<file path="src/rtl/mem_rq_pkg.sv">
// Shared definitions for the core memory-request router: request layout,
// MMIO register addresses and the bus-error response word.
package mem_rq_pkg;

    localparam int ADDR_HI = 64;
    localparam int ADDR_LO = 33;
    localparam int WE_BIT  = 32;

    typedef struct packed {
        logic [ADDR_HI-ADDR_LO:0] addr;
        logic                     iswrite;
        logic [WE_BIT-1:0]        data;
    } mem_rq_t;

    localparam logic [31:0] GPIO_ADDR       = 32'h1001_200c;
    localparam logic [31:0] SPI_TXDATA_ADDR = 32'h1002_4048;
    localparam logic [31:0] SPI_RXDATA_ADDR = 32'h1002_404c;
    localparam logic [31:0] SPI_CSMODE_ADDR = 32'h1002_4018;

    localparam logic [31:0] BUSERR_WORD = 32'hDEAD_BEEF;

endpackage

</file>
<file path="src/rtl/mem_rs_fifo.sv">
// Synchronous response FIFO, depth 2**LG_DEPTH, with occupancy count.
module mem_rs_fifo #(
    parameter int WIDTH    = 32,
    parameter int LG_DEPTH = 1
) (
    input  logic                 clk,
    input  logic                 resetn,
    input  logic                 wr_en,
    input  logic [WIDTH-1:0]     wr_data,
    input  logic                 rd_en,
    output logic [WIDTH-1:0]     rd_data,
    output logic [LG_DEPTH:0]    count,
    output logic                 full,
    output logic                 empty
);

    localparam int unsigned DEPTH = 1 << LG_DEPTH;
    localparam logic [LG_DEPTH:0] DEPTH_C = DEPTH[LG_DEPTH:0];

    logic [WIDTH-1:0]    mem_q [DEPTH];
    logic [LG_DEPTH-1:0] wr_ptr_q, wr_ptr_d;
    logic [LG_DEPTH-1:0] rd_ptr_q, rd_ptr_d;
    logic [LG_DEPTH:0]   count_q, count_d;

    always_comb begin
        wr_ptr_d = wr_ptr_q;
        rd_ptr_d = rd_ptr_q;
        count_d  = count_q;
        if (wr_en) wr_ptr_d = wr_ptr_q + LG_DEPTH'(1);
        if (rd_en) rd_ptr_d = rd_ptr_q + LG_DEPTH'(1);
        case ({wr_en, rd_en})
            2'b10:   count_d = count_q + (LG_DEPTH+1)'(1);
            2'b01:   count_d = count_q - (LG_DEPTH+1)'(1);
            default: count_d = count_q;
        endcase
    end

    always_ff @(posedge clk or negedge resetn) begin
        if (!resetn) begin
            wr_ptr_q <= '0;
            rd_ptr_q <= '0;
            count_q  <= '0;
        end else begin
            wr_ptr_q <= wr_ptr_d;
            rd_ptr_q <= rd_ptr_d;
            count_q  <= count_d;
        end
    end

    // Storage is data only; validity is tracked entirely by the pointers.
    always_ff @(posedge clk) begin
        if (wr_en) mem_q[wr_ptr_q] <= wr_data;
    end

    assign rd_data = mem_q[rd_ptr_q];
    assign count   = count_q;
    assign full    = (count_q == DEPTH_C);
    assign empty   = (count_q == '0);

    no_overflow: assert property (@(posedge clk) disable iff (!resetn) !(wr_en && full));

endmodule

</file>
<file path="src/rtl/mem_rq_router.sv">
// Routes core memory requests to BRAM or MMIO and returns in-order responses.
// Optional build macro MEM_RQ_BUSERR_EN: unmapped MMIO answers BUSERR_WORD and sets bus_err.
module mem_rq_router
    import mem_rq_pkg::*;
#(
    parameter int LGSZW        = 12,
    parameter int LG_RSQ_DEPTH = 1
) (
    input  logic               clk,
    input  logic               resetn,
    input  logic               rq_valid,
    input  logic [64:0]        rq,
    output logic               rq_take,
    input  logic               rs_rdy,
    output logic               rs_en,
    output logic [31:0]        rs,
    output logic               ram_rq_en,
    output logic [LGSZW+1:0]   ram_addr,
    output logic               ram_we,
    output logic [31:0]        ram_wdata,
    input  logic               ram_rs_en,
    input  logic [31:0]        ram_rdata,
    output logic               io_rq_en,
    output logic [31:0]        io_addr,
    output logic               io_we,
    output logic [31:0]        io_wdata,
`ifdef MEM_RQ_BUSERR_EN
    output logic               bus_err,
`endif
    input  logic               io_hit,
    input  logic [31:0]        io_rdata
);

    localparam int unsigned DEPTH = 1 << LG_RSQ_DEPTH;
    localparam logic [LG_RSQ_DEPTH+1:0] DEPTH_C = DEPTH[LG_RSQ_DEPTH+1:0];

    mem_rq_t                 req;
    logic                    is_ram;
    logic                    ram_pending_q, ram_pending_d;
    logic [LG_RSQ_DEPTH:0]   q_count;
    logic [LG_RSQ_DEPTH+1:0] occupancy;
    logic                    credit;
    logic                    q_full, q_empty;
    logic                    enq_en;
    logic [31:0]             enq_data;

    assign req    = rq;
    assign is_ram = ((req.addr >> (LGSZW + 2)) == 32'd0);

    // Outstanding BRAM reply reserves a slot; a dequeue this cycle is not counted.
    assign occupancy = {1'b0, q_count} + {{(LG_RSQ_DEPTH+1){1'b0}}, ram_pending_q};
    assign credit    = (occupancy < DEPTH_C);

    assign rq_take   = resetn & rq_valid & credit & ~(~is_ram & ram_pending_q);
    assign ram_rq_en = rq_take & is_ram;
    assign io_rq_en  = rq_take & ~is_ram;

    assign ram_addr  = req.addr[LGSZW+1:0];
    assign ram_we    = req.iswrite;
    assign ram_wdata = req.data;
    assign io_addr   = req.addr;
    assign io_we     = req.iswrite;
    assign io_wdata  = req.data;

    always_comb begin
        ram_pending_d = ram_rq_en;
        enq_en        = ram_rs_en | io_rq_en;
        enq_data      = ram_rdata;
        if (!ram_rs_en) begin
            enq_data = io_we ? 32'h0 : io_rdata;
`ifdef MEM_RQ_BUSERR_EN
            if (!io_hit) enq_data = BUSERR_WORD;
`endif
        end
    end

    always_ff @(posedge clk or negedge resetn) begin
        if (!resetn) ram_pending_q <= 1'b0;
        else         ram_pending_q <= ram_pending_d;
    end

`ifdef MEM_RQ_BUSERR_EN
    logic bus_err_q, bus_err_d;

    always_comb begin
        bus_err_d = bus_err_q | (io_rq_en & ~io_hit);
    end

    always_ff @(posedge clk or negedge resetn) begin
        if (!resetn) bus_err_q <= 1'b0;
        else         bus_err_q <= bus_err_d;
    end

    assign bus_err = bus_err_q;
`else
    logic unused_io_hit;
    assign unused_io_hit = io_hit;
`endif

    assign rs_en = ~q_empty & rs_rdy;

    mem_rs_fifo #(
        .WIDTH    (32),
        .LG_DEPTH (LG_RSQ_DEPTH)
    ) u_rs_fifo (
        .clk     (clk),
        .resetn  (resetn),
        .wr_en   (enq_en),
        .wr_data (enq_data),
        .rd_en   (rs_en),
        .rd_data (rs),
        .count   (q_count),
        .full    (q_full),
        .empty   (q_empty)
    );

    ram_rs_protocol: assert property (@(posedge clk) disable iff (!resetn) ram_rs_en |-> ram_pending_q);
    io_ram_exclusive: assert property (@(posedge clk) disable iff (!resetn) !(ram_rs_en && io_rq_en));

endmodule
</file>
<file path="config.mk">
export PLATFORM = sky130hd
export DESIGN_NAME = mem_rq_router
export DESIGN_NICKNAME = d
export VERILOG_FILES = /design/src/rtl/mem_rq_pkg.sv /design/src/rtl/mem_rs_fifo.sv /design/src/rtl/mem_rq_router.sv
export SDC_FILE = /design/constraint.sdc
export NUM_CORES = 1
export LEC_CHECK = 0
export CAP_MARGIN = 0
export CORE_AREA = 2 2 111 113
export DETAILED_ROUTE_END_ITERATION = 12
export DIE_AREA = 0 0 113 115
export PLACE_DENSITY_LB_ADDON = 0.15
export SYNTH_ARGS = -nofsm -noshare
export SYNTH_HDL_FRONTEND = slang
export SYNTH_SLANG_ARGS = --single-unit
</file>
<file path="constraint.sdc">
create_clock -name clk -period 4.26 [get_ports clk]
set_input_delay 1.065 -clock clk [delete_from_list [all_inputs] [get_ports clk]]
set_output_delay 1.065 -clock clk [all_outputs]
set_load 0.01 [all_outputs]
</file>
==> flow_metrics.tcl <==
set metrics [dict create \
    outcome "finished with violations" \
    violations "design-rule violations" \
    synthFlopType "edfxtp_1" \
    cp.depth 6 \
    wl_per_cell_um 21.0 \
    worst_setup_path_start_kind "input port" \
    crit_type "in2out" \
    slew_headroom 0.429 \
    p_total_mw 2.62 \
    finalSetupViolCount 0 \
    yosysUniqueCellTypes 29 \
    seqCellArea_sq_um 2050 \
    ant_nets 0 \
    crit_required_ns 3.19 \
    drt_iter0_drc 67 \
    synth_nets 427 \
    yosysMostFrequentCell "buf_4" \
    r2r_setup_slack_ns 2.21 \
    crit_start "rq[47]" \
    die_w_um 113 \
    io_pins 283 \
    slowest_stage "clkdlybuf4s50_1" \
    grt_max_degree 40 \
    yosysTopAreaCellShare 0.507 \
    cap_violations 0 \
    fin_crit_sh 0.967 \
    firstDrtPassIters 8 \
    clk_pin_slew_ns 0.05 \
    insertion_delay_ns 0.33 \
    overflow 0 \
    num_rows 40 \
    die_y_um 115 \
    cpPeakStageDelay_ns 0.59 \
    multiInputGateArea_sq_um 886 \
    hold_violations 0 \
    drive_above_1_share 0.184 \
    synth_area_sq_um 3790 \
    hold_path_end "u_rs_fifo.count[1]$_DFFE_PN0P_" \
    crit_path_cell_trace "clkdlybuf4s50_1, nor4_2, nand3_1, or2_1, o31ai_1, clkdlybuf4s50_1" \
    final_cells 478 \
    root_buffer "clkbuf_16" \
    hold_class "reg2reg" \
    cts_made_buffers 9 \
    power_density_nw_per_um2 538 \
    fp.coreArea_sq_um 11800 \
    syn_avg_cell_area_sq_um 13.0 \
    yosysTopAreaCell "edfxtp_1" \
    postSynthCellCount 291 \
    antenna_found_initial 0 \
    endpoint_kind "primary output" \
    seq_area_frac_synth 0.540 \
    initial_core_util 0.321 \
    synth_edf_count 64 \
    track_usage 0.151 \
    dieArea_sq_um 13000 \
    ir_drop_v 0.000300 \
    via_per_inst 4.64 \
    drc_errors 9 \
    leakage_nw 1.72 \
    port_buffers 143 \
    area_growth_syn_to_layout_pct 28.8 \
    synth_warnings 0 \
    dp_hpwl_um 7440 \
    htreeDepth 3 \
    fmax_mhz 243 \
    crit_buf_inv 2 \
    drv_slew 0 \
    grt_pass1_vias 2289 \
    drt_wl_total_um 10000 \
    cts_sinks 69 \
    crit_arrival_ns 3.05 \
    antenna_cells 0 \
    crit_fanout 3 \
    cts_hold_buffers 0 \
    synthTopCellsByArea "edfxtp_1, buf_4, mux2_2" \
    synth_common_cells "buf_4, edfxtp_1, mux2_2" \
    vias 2219 \
    cts_buffer_depth 2 \
    finalSetupTns_ns 0 \
    tightestPinTransition_ns 0.854 \
    tritoncts "built" \
    placed_cells 462 \
    r2r-end "u_rs_fifo.mem_q[0][17]$_DFFE_PP_" \
    critPathTopFamily "buffers and inverters" \
    gp_congestion 0.755 \
    reg2reg_from "u_rs_fifo.count[1]$_DFFE_PN0P_" \
    skew_ns 0.00466 \
    nNetsFinal 462 \
    cpMostUsedCell "clkdlybuf4s50_1" \
    ys_ff_latch 69 \
    holdPathStages 1 \
    worst_hold_startpoint "u_rs_fifo.count[1]$_DFFE_PN0P_" \
    grt_pass1_wl_um 14200 \
    reg2reg_depth 4 \
    layout_min_cycle_time_ns 4.12 \
    whs_ns 0.500 \
    rsz0062_at_grt "false" \
    synth-async-reset-ratio 0.0725 \
    fillerInstances 1136 \
]
## worst max path at each step
stage               slack (ns)                         endpoint
finish                    0.14                          rq_take
global route              0.02                        ram_rq_en
CTS                       0.02                        ram_rq_en
detailed placement        0.04                        ram_rq_en
global placement         0.004                        ram_rq_en
floorplan                 0.87  u_rs_fifo.mem_q[1][0]$_DFFE_PP_
## cells by family (layout without fill, tap and decap cells)
family	count (synthesis)	count (layout)	share of synthesized area
AO/OA/AOI/OAI	38	38	0.0842
XOR/XNOR	4	4	0.00925
adder cells (fa/ha/maj)	1	1	0.00330
buffers and inverters	124	164	0.235
flip-flops	69	69	0.540
multiplexers	32	32	0.0951
AND/OR/NAND/NOR	23	23	0.0327
## timing repair
item | in CTS | in global routing
setup buffers | 0 | 0
resized for setup | 0 | 2
setup endpoints to repair | 0 | 2
## per-stage QoR
step	cell area [sq um]	setup WS [ns]	util
after floorplan	3790	0.868	-
after global placement	4570	0.00363	0.387
after detailed placement	4570	0.0409	0.387
after CTS	4870	0.0245	0.412
after global routing	4880	0.0173	0.413
final	4880	0.141	0.413
## area by class of cell
class                           instances  share of cell area
Inverter                                1            0.000770
Timing Repair Buffer                  147               0.299
Clock buffer                            9              0.0462
Clock inverter                          7              0.0151
Multi-Input combinational cell         98               0.182
Sequential cell                        69               0.420
Tap cell                              147              0.0377
## state kept, by name (all words and copies together), names as in the netlist
| name | cells |
|---|---|
| ram_pending_q | 1 |
| u_rs_fifo.mem_q | 64 |
| u_rs_fifo.wr_ptr_q | 1 |
| u_rs_fifo.rd_ptr_q | 1 |
| u_rs_fifo.count | 2 |
## report_power, final
group / total (mW) / internal (mW) / switching, mW
clock network: 0.739 / 0.454 / 0.284
registers: 1.03 / 0.930 / 0.104
logic: 0.851 / 0.512 / 0.340
total: 2.62 / 1.90 / 0.728
## metal layers
layer,routed length [um],vias to the layer above,GRT usage,share of wire
met4,210,0,0.0626,0.021
met3,1280,22,0.0801,0.13
met2,5020,166,0.260,0.50
li1,-,1018,-,-
met1,3530,1013,0.156,0.35
met5,0,-,0,0
## cells in the final DEF, fill, tap and decap left out, types with 2 or more instances in the layout
cell type | synthesis | final
clkdlybuf4s50_1 | 0 | 142
edfxtp_1 | 64 | 64
mux2_2 | 32 | 32
a22o_1 | 31 | 31
clkbuf_16 | 0 | 9
nor2_1 | 6 | 5
nand2_1 | 5 | 4
buf_4 | 112 | 4
dfrtp_1 | 5 | 4
nor4_2 | 1 | 2
nor4_1 | 3 | 2
xnor2_1 | 2 | 2
xor2_1 | 2 | 2
clkinv_4 | 0 | 2
clkinv_2 | 0 | 2
(Power assumes the default switching activity.)
